[src/rtl/alu_arbiter_pkg.sv]
// -----------------------------------------------------------------------------
// alu_arbiter_pkg
// Shared definitions for the ALU arbiter: ALU opcode constants, the arbiter
// FSM state encoding and the opcode-to-settle-latency mapping.
// -----------------------------------------------------------------------------
package alu_arbiter_pkg;

    // ALU opcodes (3-bit SELECT); all eight codes are legal.
    localparam logic [2:0] OP_FORWARD = 3'b000;
    localparam logic [2:0] OP_ADD     = 3'b001;
    localparam logic [2:0] OP_AND     = 3'b010;
    localparam logic [2:0] OP_OR      = 3'b011;
    localparam logic [2:0] OP_MULT    = 3'b100;
    localparam logic [2:0] OP_SLL     = 3'b101;
    localparam logic [2:0] OP_SRA     = 3'b110;
    localparam logic [2:0] OP_ROR     = 3'b111;

    // Width of the settle counter; latencies up to 256 cycles are representable.
    localparam int CNT_W = 8;

    typedef enum logic [1:0] {
        ST_IDLE = 2'd0,
        ST_EXEC = 2'd1,
        ST_DONE = 2'd2
    } state_t;

    // Number of cycles the ALU needs to settle for a given opcode.
    function automatic logic [CNT_W-1:0] op_latency(
        input logic [2:0] sel,
        input int         basic_cycles,
        input int         mul_cycles,
        input int         shift_cycles
    );
        int w_lat;
        if (sel == OP_MULT) begin
            w_lat = mul_cycles;
        end else if (sel >= OP_SLL) begin
            // SLL, SRA and ROR share the shifter path
            w_lat = shift_cycles;
        end else begin
            w_lat = basic_cycles;
        end
        return CNT_W'(w_lat);
    endfunction

endpackage

[src/rtl/alu_arbiter_rr_arb2.sv]
// -----------------------------------------------------------------------------
// rr_arb2
// Two-input round-robin arbiter. Produces a one-hot winner combinationally
// from the request vector and a priority pointer; the pointer moves to the
// losing side after every accepted grant.
//   i_clk      : clock (rising edge)
//   i_rst      : asynchronous active-high reset (pointer -> requester 0)
//   i_req[1:0] : request vector, bit n = requester n
//   i_advance  : grant accepted this cycle; update the pointer
//   o_gnt[1:0] : one-hot winner (00 when no request)
// -----------------------------------------------------------------------------
module rr_arb2 (
    input  logic       i_clk,
    input  logic       i_rst,
    input  logic [1:0] i_req,
    input  logic       i_advance,
    output logic [1:0] o_gnt
);

    // 0: requester 0 wins a tie, 1: requester 1 wins a tie
    logic r_ptr;

    always_comb begin
        o_gnt = 2'b00;
        case (i_req)
            2'b01:   o_gnt = 2'b01;
            2'b10:   o_gnt = 2'b10;
            2'b11:   o_gnt = r_ptr ? 2'b10 : 2'b01;
            default: o_gnt = 2'b00;
        endcase
    end

    // After a grant the other requester gets priority: pointer = !winner.
    always_ff @(posedge i_clk or posedge i_rst) begin
        if (i_rst) begin
            r_ptr <= 1'b0;
        end else if (i_advance) begin
            r_ptr <= o_gnt[0];
        end
    end

endmodule

[src/rtl/alu_arbiter.sv]
// -----------------------------------------------------------------------------
// alu_arbiter
// Shares one 8-bit ALU between two requesters. A round-robin winner is picked
// in IDLE, its operands/opcode are registered onto ALU_*, the arbiter waits
// the opcode's settle latency, then captures RESULT/ZERO and pulses DONEx.
//
// Ports:
//   CLK, RESET                 clock, asynchronous active-high reset
//   REQx, DATA1_x, DATA2_x,    request, operands and opcode of requester x
//   SEL_x
//   GNTx                       one-cycle grant pulse
//   DONEx                      one-cycle completion pulse
//   RESULT_OUT, ZERO_OUT       captured ALU result/flag, held until next capture
//   BUSY                       high while an operation is in EXEC or DONE
//   ALU_DATA1/2, ALU_SELECT    registered operands/opcode driven to the ALU
//   ALU_RESULT, ALU_ZERO       ALU outputs
// Optional (macro ALU_ARB_STATS_EN):
//   STATS_CLR                  synchronous clear of the grant counters
//   GNT_CNT0, GNT_CNT1         saturating per-requester grant counters
//
// Handshake: a requester raises REQx with DATA1_x/DATA2_x/SEL_x and keeps them
// stable until it sees GNTx. Requests are sampled only while IDLE, so a REQx
// still high when the arbiter returns to IDLE is taken as a new request, and
// a REQx dropped before GNTx is simply never granted. DONEx marks the cycle
// in which RESULT_OUT/ZERO_OUT first hold that requester's result.
// -----------------------------------------------------------------------------
module alu_arbiter
    import alu_arbiter_pkg::*;
#(
    parameter int BASIC_CYCLES = 1,
    parameter int MUL_CYCLES   = 3,
    parameter int SHIFT_CYCLES = 2
) (
    input  logic       CLK,
    input  logic       RESET,
    input  logic       REQ0,
    input  logic [7:0] DATA1_0,
    input  logic [7:0] DATA2_0,
    input  logic [2:0] SEL_0,
    input  logic       REQ1,
    input  logic [7:0] DATA1_1,
    input  logic [7:0] DATA2_1,
    input  logic [2:0] SEL_1,
    output logic       GNT0,
    output logic       GNT1,
    output logic       DONE0,
    output logic       DONE1,
    output logic [7:0] RESULT_OUT,
    output logic       ZERO_OUT,
    output logic       BUSY,
    output logic [7:0] ALU_DATA1,
    output logic [7:0] ALU_DATA2,
    output logic [2:0] ALU_SELECT,
    input  logic [7:0] ALU_RESULT,
    input  logic       ALU_ZERO
`ifdef ALU_ARB_STATS_EN
    ,
    input  logic       STATS_CLR,
    output logic [7:0] GNT_CNT0,
    output logic [7:0] GNT_CNT1
`endif
);

    state_t           r_state,  w_state_nxt;
    logic [CNT_W-1:0] r_cnt,    w_cnt_nxt;
    logic             r_owner,  w_owner_nxt;   // 1: requester 1 owns the op
    logic             r_gnt0,   w_gnt0_nxt;
    logic             r_gnt1,   w_gnt1_nxt;
    logic             r_done0,  w_done0_nxt;
    logic             r_done1,  w_done1_nxt;
    logic             r_busy,   w_busy_nxt;
    logic             r_zero,   w_zero_nxt;
    logic [7:0]       r_result, w_result_nxt;
    logic [7:0]       r_data1,  w_data1_nxt;
    logic [7:0]       r_data2,  w_data2_nxt;
    logic [2:0]       r_select, w_select_nxt;

    logic [1:0]       w_req;
    logic [1:0]       w_win;

    // Requests are only visible to the arbiter while IDLE.
    assign w_req = {REQ1, REQ0} & {2{r_state == ST_IDLE}};

    rr_arb2 u_rr_arb2 (
        .i_clk     (CLK),
        .i_rst     (RESET),
        .i_req     (w_req),
        .i_advance (|w_win),
        .o_gnt     (w_win)
    );

    always_comb begin
        w_state_nxt  = r_state;
        w_cnt_nxt    = r_cnt;
        w_owner_nxt  = r_owner;
        w_gnt0_nxt   = 1'b0;
        w_gnt1_nxt   = 1'b0;
        w_done0_nxt  = 1'b0;
        w_done1_nxt  = 1'b0;
        w_zero_nxt   = r_zero;
        w_result_nxt = r_result;
        w_data1_nxt  = r_data1;
        w_data2_nxt  = r_data2;
        w_select_nxt = r_select;

        case (r_state)
            ST_IDLE: begin
                if (|w_win) begin
                    w_owner_nxt = w_win[1];
                    if (w_win[1]) begin
                        w_data1_nxt  = DATA1_1;
                        w_data2_nxt  = DATA2_1;
                        w_select_nxt = SEL_1;
                        w_gnt1_nxt   = 1'b1;
                    end else begin
                        w_data1_nxt  = DATA1_0;
                        w_data2_nxt  = DATA2_0;
                        w_select_nxt = SEL_0;
                        w_gnt0_nxt   = 1'b1;
                    end
                    // The GNT cycle is the first settle cycle, hence LAT-1.
                    w_cnt_nxt   = op_latency(w_select_nxt, BASIC_CYCLES, MUL_CYCLES,
                                             SHIFT_CYCLES) - CNT_W'(1);
                    w_state_nxt = ST_EXEC;
                end
            end
            ST_EXEC: begin
                if (r_cnt == '0) begin
                    w_result_nxt = ALU_RESULT;
                    w_zero_nxt   = ALU_ZERO;
                    w_done0_nxt  = ~r_owner;
                    w_done1_nxt  = r_owner;
                    w_state_nxt  = ST_DONE;
                end else begin
                    w_cnt_nxt = r_cnt - CNT_W'(1);
                end
            end
            ST_DONE: begin
                w_state_nxt = ST_IDLE;
            end
            default: begin
                w_state_nxt = ST_IDLE;
            end
        endcase

        w_busy_nxt = (w_state_nxt != ST_IDLE);
    end

    always_ff @(posedge CLK or posedge RESET) begin
        if (RESET) begin
            r_state  <= ST_IDLE;
            r_cnt    <= '0;
            r_owner  <= 1'b0;
            r_gnt0   <= 1'b0;
            r_gnt1   <= 1'b0;
            r_done0  <= 1'b0;
            r_done1  <= 1'b0;
            r_busy   <= 1'b0;
            r_zero   <= 1'b0;
            r_result <= '0;
            r_data1  <= '0;
            r_data2  <= '0;
            r_select <= '0;
        end else begin
            r_state  <= w_state_nxt;
            r_cnt    <= w_cnt_nxt;
            r_owner  <= w_owner_nxt;
            r_gnt0   <= w_gnt0_nxt;
            r_gnt1   <= w_gnt1_nxt;
            r_done0  <= w_done0_nxt;
            r_done1  <= w_done1_nxt;
            r_busy   <= w_busy_nxt;
            r_zero   <= w_zero_nxt;
            r_result <= w_result_nxt;
            r_data1  <= w_data1_nxt;
            r_data2  <= w_data2_nxt;
            r_select <= w_select_nxt;
        end
    end

    assign GNT0       = r_gnt0;
    assign GNT1       = r_gnt1;
    assign DONE0      = r_done0;
    assign DONE1      = r_done1;
    assign BUSY       = r_busy;
    assign RESULT_OUT = r_result;
    assign ZERO_OUT   = r_zero;
    assign ALU_DATA1  = r_data1;
    assign ALU_DATA2  = r_data2;
    assign ALU_SELECT = r_select;

`ifdef ALU_ARB_STATS_EN
    logic [7:0] r_gnt_cnt0;
    logic [7:0] r_gnt_cnt1;

    // Counts on the registered GNT pulse; clear wins over increment.
    always_ff @(posedge CLK or posedge RESET) begin
        if (RESET) begin
            r_gnt_cnt0 <= '0;
            r_gnt_cnt1 <= '0;
        end else if (STATS_CLR) begin
            r_gnt_cnt0 <= '0;
            r_gnt_cnt1 <= '0;
        end else begin
            if (r_gnt0 && (r_gnt_cnt0 != 8'hFF)) begin
                r_gnt_cnt0 <= r_gnt_cnt0 + 8'd1;
            end
            if (r_gnt1 && (r_gnt_cnt1 != 8'hFF)) begin
                r_gnt_cnt1 <= r_gnt_cnt1 + 8'd1;
            end
        end
    end

    assign GNT_CNT0 = r_gnt_cnt0;
    assign GNT_CNT1 = r_gnt_cnt1;
`endif

endmodule
[config.mk]
export PLATFORM = sky130hd
export DESIGN_NAME = alu_arbiter
export DESIGN_NICKNAME = d
export VERILOG_FILES = /design/src/rtl/alu_arbiter_pkg.sv /design/src/rtl/alu_arbiter_rr_arb2.sv /design/src/rtl/alu_arbiter.sv
export SDC_FILE = /design/constraint.sdc
export NUM_CORES = 1
export LEC_CHECK = 0
export CAP_MARGIN = 40
export CORE_MARGIN = 1
export CORE_UTILIZATION = 38
export DETAILED_ROUTE_END_ITERATION = 8
export HOLD_SLACK_MARGIN = 0.06
export PLACE_DENSITY = 0.75
export SKIP_LAST_GASP = 1
export SYNTH_ARGS = -nofsm -noshare
export SYNTH_HDL_FRONTEND = slang
export SYNTH_SLANG_ARGS = --single-unit
[constraint.sdc]
create_clock -name CLK -period 2.1 [get_ports CLK]
set_clock_uncertainty 0.1 [all_clocks]
set_input_delay 0.42 -clock CLK [delete_from_list [all_inputs] [get_ports CLK]]
set_output_delay 0.42 -clock CLK [all_outputs]
set_load 0.1 [all_outputs]
# Yosys cells after proc, flatten, opt, wreduce, memory -nomap -nowiden
# Cells that the tools add are included.
[totals]
in_bits = 51
register_bits = 45
[op_classes]
n_eq_ne = 7
bitwise = 2
order_cmp = 1
add_sub_neg = 2
reduce_logical = 8
n_mux = 27
[op_table]
columns = ["op", "count"]
rows = [
  ["$mux 8", 6],
  ["$pmux 8 s2", 1],
  ["$sub 8x1->8 const B", 2],
  ["$mux 1", 10],
  ["$mux 2", 5],
  ["$mux 3", 3],
  ["$logic_not 8->1", 1],
  ["$pmux 2 s3", 1],
  ["$eq 2x1->1 const B", 2],
  ["$eq 2x2->1 const B", 2],
  ["$pmux 2 s2", 1],
  ["$reduce_and 2->1", 2],
  ["$reduce_bool 2->1", 2],
  ["$eq 3x3->1 const B", 1],
  ["$ge 3x3->1 const B", 1],
  ["$reduce_and 3->1", 1],
  ["$and 2x2->2", 1],
  ["$logic_not 2->1", 1],
  ["$ne 2x1->1 const B", 1],
  ["$ne 2x2->1 const B", 1],
  ["$reduce_or 2->1", 1],
  ["$not 1->1", 1],
]

# Depth between registers and ports, before layout
[depth]
word_depth = 15
mapped_depth = 8

# By module
# A second synthesis with hierarchy kept.
[unflattened]
hier_cells = 199
area_unflattened_um2 = 2143.3
[by_module_without_submodules]
columns = ["mod", "instances", "area_each_um2", "cells_per_inst"]
rows = [
  ["alu_arbiter", 1, 2077.0, 193],
  ["rr_arb2", 1, 66.3, 6],
]

# Least setup slack after synthesis
# Ideal clock, no wire load.
[synth_timing]
path_type = "register to register"
startpoint = "register r_state[0]"
endpoint = "register r_cnt[6]"
stages_incl_launch_ff = 9
path_slack_ns = -0.141
required_time_ns = 1.875
n_path_buf = 0
arrival_time_ns = 2.017
cell_sequence = "dfrtp_1 > nor2_1 > nand3_1 > mux2_2 > o21ai_0 > ha_1 > o2111ai_1 > nor3_1 > mux2_2"
[synth_between]
elab_chain_cells = 15
[synth_rtl]
columns = ["element", "line_no", "source"]
rows = [
  ["start, declared", "alu_arbiter.sv:64", "state_t r_state, w_state_nxt;"],
  ["start signal, assigned", "alu_arbiter.sv:165", "r_state <= w_state_nxt;"],
  ["$logic_not 2->1", "alu_arbiter.sv:82, alu_arbiter.sv:106", ""],
  ["$and 2x2->2", "alu_arbiter.sv:82", "assign w_req = {REQ1, REQ0} & {2{r_state == ST_IDLE}};"],
  ["$eq 2x2->1 or $eq 2x1->1 (tied branches)", "alu_arbiter_rr_arb2.sv:25", "case (i_req)"],
  ["$pmux 2 s3", "alu_arbiter_rr_arb2.sv:25", ""],
  ["$mux 3", "alu_arbiter.sv:110", "if (w_win[1]) begin"],
  ["$mux 3", "alu_arbiter.sv:108", "if (|w_win) begin"],
  ["$mux 3", "alu_arbiter.sv:106", "case (r_state)"],
  ["$ge 3x3->1", "alu_arbiter_pkg.sv:37", "end else if (sel >= OP_SLL) begin"],
  ["$mux 2", "alu_arbiter_pkg.sv:37", ""],
  ["$mux 2", "alu_arbiter_pkg.sv:35", "if (sel == OP_MULT) begin"],
  ["$mux 8", "alu_arbiter.sv:108", ""],
  ["$mux 8", "alu_arbiter.sv:106", ""],
  ["$sub 8x1->8", "alu_arbiter.sv:123", "SHIFT_CYCLES) - CNT_W'(1);"],
  ["$mux 8", "alu_arbiter.sv:108", ""],
  ["$pmux 8 s2", "alu_arbiter.sv:106", ""],
  ["end signal, assigned", "alu_arbiter.sv:166", "r_cnt <= w_cnt_nxt;"],
  ["end, declared", "alu_arbiter.sv:65", "logic [CNT_W-1:0] r_cnt, w_cnt_nxt;"],
]
# Several ways; a longest one is shown, not always the timed one. The select of a mux whose other input is x is not followed.
# A chain may end at the register's enable or synchronous reset.

# Worst setup path after layout
[layout_timing]
startpoint = "input SEL_0[1]"
endpoint = "register r_cnt[6]"
[layout_between]
elab_chain_cells = 11
[layout_rtl]
columns = ["element", "line_no", "source"]
rows = [
  ["start, declared", "alu_arbiter.sv:39", "input logic [2:0] SEL_0,"],
  ["$mux 3 (*)", "alu_arbiter.sv:110", ""],
  ["$mux 3 (*)", "alu_arbiter.sv:108", ""],
  ["$mux 3 (*)", "alu_arbiter.sv:106", ""],
  ["$ge 3x3->1", "alu_arbiter_pkg.sv:37", ""],
  ["$mux 2", "alu_arbiter_pkg.sv:37", ""],
  ["$mux 2 (*)", "alu_arbiter_pkg.sv:35", ""],
  ["$mux 8 (*)", "alu_arbiter.sv:108", ""],
  ["$mux 8 (*)", "alu_arbiter.sv:106", ""],
  ["$sub 8x1->8 (*)", "alu_arbiter.sv:123", ""],
  ["$mux 8 (*)", "alu_arbiter.sv:108", ""],
  ["$pmux 8 s2 (*)", "alu_arbiter.sv:106", ""],
]
# Every way passes the cells marked *; elsewhere a longest branch is shown, timed or not. The select of a mux whose other input is x is not followed.

==> flow_metrics.tcl <==
set metrics [dict create \
    wirelength_um 4690 \
    gr-usage-all-layers_pct 18.5 \
    io_pins 84 \
    crit_path_start "SEL_0[1]" \
    finalSetupViolCount 1 \
    fillers 456 \
    slew_headroom_pct 70.0 \
    place_congestion 0.768 \
    finalCoreUtilization_pct 61.9 \
    insertion_delay_ns 0.29 \
    setup_slack_ns -0.0514 \
    slew_viol_final 0 \
    syn_inst 185 \
    first_global_vias 1778 \
    cts_tree "done" \
    dr.first_iter.drc_count 94 \
    fin_crit_sh_pct 102 \
    dp_hpwl_um 3520 \
    die_x_um 75.3 \
    hold_slack_ns 0.241 \
    syn_nets 237 \
    tritoncts.num_buffers 5 \
    worst_pin_slew_ns 0.447 \
    coreArea_mm2 0.00514 \
    crit_type "input port to flip-flop" \
    synth_area_mm2 0.00204 \
    drive_gt1_share_pct 31.0 \
    critPathCaptureType "flip-flop" \
    rsz0062_at_grt "yes" \
    cts_max_path_buffers 2 \
    multi_input_area_um2 910 \
    r2r_setup_slack_ns -0.04 \
    antenna_found_initial 0 \
    ant_nets 0 \
    hp-class "input port to asynchronous set/reset pin" \
    wl_per_cell_um 13.0 \
    violations "negative setup slack" \
    grt_pass1_wl_um 7790 \
    start_kind "input port" \
    reg2reg_from "r_state[0]" \
    syn_avg_cell_area_um2 11.0 \
    path_max_fanout 2 \
    period_minus_slack_ns 2.15 \
    cap_violations 0 \
    clock-root-buffer "clkbuf_8" \
    portBuffers 83 \
    area_growth_pct 56.0 \
    rows 26 \
    cts_htree_levels 2 \
    fmax_mhz 465 \
    tns_ns -0.0514 \
    cts.clk_slew.worst_paths_ns 0.08 \
    viasPerCell 4.89 \
    fin_nets 341 \
    status "complete, but fails checks" \
    cts.sinks 45 \
    start_util_pct 39.7 \
    drt_first_pass_iters 4 \
    rr_worst_depth 8 \
    drc_errors 0 \
    cp.required_ns 2.18 \
    dieArea_mm2 0.00566 \
    synth_seq_cells 45 \
    ys_types 32 \
    yosys_warnings 0 \
    r2r_end "r_cnt[6]" \
    final-seq-area_mm2 0.00113 \
    hold_viol_final 0 \
    seq_area_frac_synth_pct 55.2 \
    die_h_um 75.3 \
    dr_total_vias 1760 \
    cp.arrival_ns 2.23 \
    overflow 0 \
    grt_start_max_net_pins 39 \
    antenna_cells 0 \
]
## layout make-up
| class | instances | share of cell area, % |
|---|---|---|
| sequential | 45 | 35.4 |
| timing repair buffer | 107 | 29.9 |
| multi-input combinational | 124 | 28.6 |
| tap | 70 | 2.75 |
| inverter | 6 | 0.708 |
| clock buffer | 7 | 2.40 |
| clock inverter | 1 | 0.236 |
## stage by stage
step / setup slack (ns) / instance area, um^2 / instances
after floorplan: -0.0760 / 2050 / 185
after global placement: -0.597 / 3020 / 349
after detailed placement: -0.657 / 3020 / 349
after CTS: -0.175 / 3130 / 359
after global routing: -0.180 / 3180 / 360
final: -0.0514 / 3180 / 360
## Yosys cell counts, drive strengths merged
master | instances | share of area, %
nor2b | 1 | 0.31
nand2b | 3 | 0.92
a211oi | 1 | 0.37
or2 | 1 | 0.31
a21oi | 2 | 0.49
nor2 | 8 | 1.5
o311a | 1 | 0.49
clkbuf | 6 | 1.1
o41ai | 1 | 0.43
a311o | 1 | 0.49
mux2 | 13 | 7.2
or4 | 1 | 0.55
ha | 1 | 0.61
nor4 | 2 | 0.61
a221oi | 1 | 0.43
o311ai | 1 | 0.43
o31ai | 3 | 1.1
nand3b | 1 | 0.37
nor3 | 4 | 1.5
nand2 | 25 | 4.6
buf | 4 | 1.6
o21ai | 25 | 6.1
inv | 6 | 1.1
or3 | 2 | 0.61
o2111ai | 1 | 0.43
mux2i | 20 | 9.8
nand3 | 4 | 0.98
dfrtp | 45 | 55
and2 | 1 | 0.31
## layer usage
metal / share of wire (%) / global-route usage [%]
met5: 0 / 0
met3: 11 / 8.30
met4: 0.28 / 4.94
met1: 41 / 21.1
met2: 49 / 31.6
## registers in the layout, summed over array words and instances, names as in the netlist
name             cells
r_state              2
ZERO_OUT             1
GNT1                 1
u_rr_arb2.r_ptr      1
DONE0                1
r_cnt                8
ALU_DATA1            8
ALU_SELECT           3
DONE1                1
GNT0                 1
BUSY                 1
ALU_DATA2            8
RESULT_OUT           8
r_owner              1
## critical path: stages
cell and delay [ns]:
clkdlybuf4s50_1 0.48, o21ai_0 0.10, mux2_4 0.28, mux2i_1 0.15, ha_2 0.21, o2111ai_2 0.12
nor3_2 0.16, mux2_4 0.31
## cell families after synthesis
| family | share of synthesized area, % |
|---|---|
| flops | 55.2 |
| compound gates | 10.8 |
| fa+ha+maj | 0.613 |
| buf+inv | 3.80 |
| simple gates | 12.6 |
| mux | 17.0 |
## worst max path at each step
stage          endpoint  cells after the start  slack, ns
6_report       r_cnt[6]                      8      -0.05
5_1_grt        r_cnt[6]                      8      -0.18
4_1_cts        r_cnt[6]                      8      -0.17
3_5_place_dp   r_cnt[6]                      9      -0.66
3_3_place_gp   r_cnt[6]                      9      -0.60
2_1_floorplan  r_cnt[6]                      8      -0.08
## repair_timing
| action | CTS | global route |
|---|---|---|
| resized for setup | 7 | 10 |
| pin swaps | 4 | 6 |
| endpoints found under the setup margin | 2 | 12 |
| buffers inserted | 2 | 1 |
| hold buffers | 0 | 0 |
## cells in the final DEF (no fill, tap or decap), drive strengths merged, types with 4 or more instances in the layout
cell           instances
nand3                  4
o21ai                 25
inv                    6
clkdlybuf4s50         48
nor3                   4
clkbuf                 7
dfrtp                 45
mux2                  13
nand2                 25
buf                   57
nor2                   8
mux2i                 20
Power is not shown: default switching activity piles up to over one toggle a cycle in this logic, so the estimate is an artifact.
==> RTL edit 1, RTL diff (config.mk and constraints unchanged) <==
Add a define of `ALU_ARB_STATS_EN`.
--- a/src/rtl/alu_arbiter.sv
+++ b/src/rtl/alu_arbiter.sv
@@ -26,2 +26,4 @@
 // -----------------------------------------------------------------------------
+`define ALU_ARB_STATS_EN
+
 module alu_arbiter
Ports: changed (added GNT_CNT0, GNT_CNT1 and STATS_CLR); port bits go from 84 to 101. No check against the original RTL was run, so the function may have changed too.
==> RTL edit 1 against the unedited design <==
Worst setup slack better by 0.13 ns. Cell count up 33%. Global-route usage decreased by 0.67 points. Sequential cell count grew 16. Wire length grew 41%. Non-clock buffer count grew 5. Largest cell class unchanged. Area after synthesis grew 40%. Die area is 39% higher. Cell area grew 35%.
==> RTL edit 1: results (changes against the unedited design) <==
| Metric | Value |
|---|---|
| Via Count | `2,438 (+39%)` |
| GRT Total Usage | `17.8% (-0.67 points)` |
| Number of non-clock inverters | `7 (+1)` |
| Hold crit path type | `reg -> reg` |
| Met3 Usage GRT | `5.41% (-2.9 points)` |
| Sequential share of the synthesized area | `53.3% (-1.9 points)` |
| Worst-Margin Slew | `0.391 ns (-0.0559 ns)` |
| Buffers excl. clock | `112 (+4.7%)` |
| First-pass GRT wire length | `10,500 microns (+35%)` |
| GR Layer Usage met2 | `28.7% (-3.0 points)` |
| Post-Syn Nets | `318 (+34%)` |
| M1 GR Usage | `21.9% (+0.78 points)` |
| Placed inst area | `0.00404 sq mm (+34%)` |
| Vias in the first global route | `2,290 (+29%)` |
| Largest net degree at the start of global routing | `62 (+59%)` |
| Port Buffers | `100 (+20%)` |
| CLK BUF | `13 (+6)` |
| Filler Cell Count | `620 (+36%)` |
| Post-synth top cells | `dfrtp_1, nor2_1, a21oi_1` |
| Multi-input gate area | `0.00134 sq mm (+47%)` |
| Starting DRT DRC Count | `83 (-12%)` |
| Multiplexer share of the synthesized area | `12.5% (-4.5 points)` |
| Detailed Route WL | `6630 microns (+41%)` |
| Routability congestion estimate from global placement | `0.814 (+6.0%)` |
| Post-synthesis adder-cell area fraction | `1.31% (+0.70 points)` |
| R2R Setup Slk | `0.12 ns (+0.16 ns)` |
| Synth area leaders | `dfrtp_1, mux2i_1, a21oi_1, nor2_1, mux2_2` |
| Worst setup path start | `REQ1` |
| Hold WS | `0.365 ns (+0.124 ns)` |
| CTS buffer count | `9 (+4)` |
| Status | `complete, no violations` |
| Worst flop-to-flop path startpoint | `r_state[1]` |
| Max FO, Critical Path | `5 (+3)` |
| Distinct cell type count after synthesis | `48 (+50%)` |
| Clock network share of area | `4.27% (+1.6 points)` |
| Avg Cell Area, Syn | `10.9 sq um (-1.2%)` |
| Sequential share of cell area | `35.5% (+0.13 points)` |
| Routed wl met2 | `3260 microns (+43%)` |
| Register area | `0.00153 sq mm (+36%)` |
| Post-Synth XOR/XNOR Area | `1.83% (+1.8 points)` |
| CTS HTree Levels | `3 (+1)` |
| Multi-In Gates | `185 (+49%)` |
| Clock sinks | `61 (+36%)` |
## RTL edit 1: cell types whose count changed in the layout (fill, tap and decap cells not counted), moves of 6 or more
cell,delta
a21oi_1,+23
buf_12,+9
buf_4,-6
dfrtp_1,+12
nand2_1,-12
nor2_1,+27
o21ai_0,-17
## RTL edit 1: worst max-delay path, cell delays in order
cell and delay, ns:
clkdlybuf4s50_1 0.52, nand3_4 0.10, mux2_4 0.32, a21oi_4 0.17, ha_4 0.17, nand4b_1 0.13
o32ai_2 0.22, a31o_2 0.13
## RTL edit 1: what timing repair did
item | in CTS | in global routing
endpoints found under the setup margin | 2 | 2
buffers inserted | 1 | 1
pin swaps | 4 | 4
gates resized for setup | 7 | 8
hold buffers | 0 | 0
## RTL edit 1: through the flow
step / setup WS [ns] / instances
after floorplan: -0.114 / 263
after global placement: -0.352 / 462
after detailed placement: -0.405 / 462
after CTS: 0.000990 / 478
after global routing: -0.0152 / 479
final: 0.0766 / 479
==> RTL edit 2, RTL diff (config.mk and constraints unchanged) <==
Without the edit above. Take the reset off `r_result`, `r_data1` and `r_data2` and load them in a clocked block of their own.
--- a/src/rtl/alu_arbiter.sv
+++ b/src/rtl/alu_arbiter.sv
@@ -159,5 +159,2 @@
             r_zero   <= 1'b0;
-            r_result <= '0;
-            r_data1  <= '0;
-            r_data2  <= '0;
             r_select <= '0;
@@ -173,7 +170,10 @@
             r_zero   <= w_zero_nxt;
-            r_result <= w_result_nxt;
-            r_data1  <= w_data1_nxt;
-            r_data2  <= w_data2_nxt;
             r_select <= w_select_nxt;
         end
+    end
+
+    always_ff @(posedge CLK) begin
+        r_result <= w_result_nxt;
+        r_data1  <= w_data1_nxt;
+        r_data2  <= w_data2_nxt;
     end
Formal check against the unedited RTL: not equivalent (a bounded check fails within 4 cycles, from zero or initial values and one cycle with RESET high).
==> RTL edit 2 against the unedited design <==
Worst setup slack better by 0.27 ns. Cell area down 5.7%. Sequential share of layout area up 6.2 points. Sequential cell count unchanged. Die area down 4.5%. Area after synthesis down 4.7%. Critical path depth unchanged. Wire length down 3.9%. Synthesized cell count down 11%. Critical path type unchanged. Largest cell class unchanged. Highest routed layer unchanged.
==> RTL edit 2: results (changes against the unedited design) <==
| Metric | Value |
|---|---|
| Detailed Route WL | `4510 microns (-3.9%)` |
| Max FO, Critical Path | `5 (+3)` |
| Top delay family on crit path | `simple AND/OR/NAND/NOR gates` |
| Synth Instances | `165 (-11%)` |
| Worst-path clk slew | `0.09 ns` |
| Antenna diode count | `0 (unchanged)` |
| Routability congestion estimate from global placement | `0.756 (-1.5%)` |
| Worst-case clock buffer depth | `2 (unchanged)` |
| Post-Syn Nets | `217 (-8.4%)` |
| Filler Cell Count | `406 (-11%)` |
| Worst path slowest cell | `clkdlybuf4s50_1` |
| Clock latency on the worst-skew pair | `0.30 ns` |
| GRT Total Usage | `16.9% (-1.6 points)` |
| R2R Setup Slk | `0.24 ns (+0.28 ns)` |
| Port Buffers | `83 (unchanged)` |
| Status | `complete, no violations` |
| Post-synth top cells | `nand2_1, edfxtp_1, dfrtp_1` |
| Nets | `316 (-7.3%)` |
| Worst r2r path cells | `3 (-5)` |
| First-pass GRT wire length | `6680 microns (-14%)` |
| Post-synth top flop | `edfxtp_1` |
| HPWL Detailed | `3340 microns (-5.1%)` |
| Hold crit path type | `in -> async` |
| CP peak stage delay | `0.45 ns (-0.03 ns)` |
| R2r endpoint | `RESULT_OUT[0]` |
| Switch Pwr | `1.99 mW` |
| Via-to-Cell Ratio | `4.67 (-4.4%)` |
| Ys async rst share | `46.7% (-53 points)` |
| Placed Cells | `323 (-7.4%)` |
| CTS buffer count | `5 (unchanged)` |
| CTS HTree Levels | `2 (unchanged)` |
| Layout cells sized above 1 | `26.8% (-4.2 points)` |
| Synth area leaders | `edfxtp_1, dfrtp_1, nand2_1, xor2_1, nor2_1` |
| Worst-Margin Slew | `0.388 ns (-0.0586 ns)` |
| Largest net degree at the start of global routing | `22 (-44%)` |
| Worst flop-to-flop path startpoint | `r_state[1]` |
| Sequential share of the synthesized area | `64.1% (+8.9 points)` |
| Vias in the first global route | `1,408 (-21%)` |
| Distinct cell type count after synthesis | `43 (+34%)` |
| Starting DRT DRC Count | `36 (-62%)` |
| Clk root buf | `clkbuf_8` |
| Initial antenna violation count | `0 (unchanged)` |
| Via Count | `1,552 (-12%)` |
| YS warnings | `0 (unchanged)` |
| Number of synthesized flops with an enable pin | `24 (+24)` |
| Critical Path AT | `1.95 ns (-0.28 ns)` |
| Maximum VDD drop | `0.584 mV` |
| Drt first pass iters | `4 (unchanged)` |
| Pleak | `1.37 nW` |
-- RTL edit 2: changes by cell type in the layout (fill, tap and decap cells not counted), moves of 3 or more --
| cell | unedited run | this run |
|---|---|---|
| o21ai_0 | 21 | 5 |
| inv_1 | 5 | 2 |
| o31ai_1 | 3 | 0 |
| nand2_1 | 25 | 59 |
| xor2_1 | 0 | 4 |
| buf_4 | 55 | 46 |
| edfxtp_1 | 0 | 24 |
| mux2i_1 | 20 | 2 |
| dfrtp_1 | 45 | 21 |
| mux2_2 | 10 | 0 |
-- RTL edit 2: layout make-up --
class	instances	share of cell area, %
clock inverter	3	2.17
inverter	3	0.376
clock buffer	5	2.30
timing repair buffer	96	28.4
tap	67	2.80
multi-input combinational	113	22.4
sequential	45	41.6
-- RTL edit 2: logic make-up after synthesis --
group,share of synthesized area (%)
fa+ha+maj,0.643
mux,2.38
simple gates,21.2
flops,64.1
compound gates,8.43
buf+inv,1.48
xor+xnor,1.80
-- RTL edit 2: worst max path at each step --
stage	start	to	slack (ns)	cells after the start
after floorplan	REQ0	r_cnt[2]	0.25	7
after global placement	REQ0	r_cnt[2]	-0.20	8
after detailed placement	REQ1	r_cnt[2]	-0.27	8
after CTS	REQ1	r_cnt[2]	0.01	8
after global routing	SEL_1[2]	r_cnt[2]	0.1	8
final	SEL_1[2]	r_cnt[2]	0.22	8
-- RTL edit 2: timing repair --
action,in CTS,in global routing
setup buffers,0,1
setup endpoints to repair,0,3
resized for setup,0,3
-- RTL edit 2: per-layer routing --
metal | vias to the layer above | part of all wire [%] | global-route usage [%] | routed length, microns
met5 | - | 0 | 0 | 0
met4 | 0 | 2.0 | 8.76 | 89
met3 | 8 | 6.2 | 3.98 | 279
met2 | 52 | 50 | 28.1 | 2250
met1 | 728 | 42 | 20.2 | 1890
li1 | 764 | - | - | -
-- RTL edit 2: power by group through the flow --
stage | Sequential (mW) | Combinational (mW) | Clock, mW
final | 1.36 | 2.18 | 0.768
after detailed placement | 1.38 | 2.17 | 0
after CTS | 1.36 | 2.18 | 0.780
after floorplan | 2.33 | 0.655 | 0
after global routing | 1.39 | 2.31 | 0.804
after global placement | 1.38 | 2.15 | 0
-- RTL edit 2: tightest hold or removal path: stages --
cell             delay, ns
clkdlybuf4s50_1       0.39
inv_1                 0.05
buf_4                 0.26
-- RTL edit 2: stage by stage --
stage / TNS (ns) / cell area, sq um / hold slack [ns] / setup slack, ns
after CTS: 0 / 2980 / 0.345 / 0.0127
after floorplan: 0 / 1940 / 0.297 / 0.252
final: 0 / 3000 / 0.336 / 0.223
after detailed placement: -1.19 / 2850 / 0.350 / -0.268
after global placement: -0.777 / 2850 / 0.349 / -0.198
after global routing: 0 / 3000 / 0.400 / 0.0952
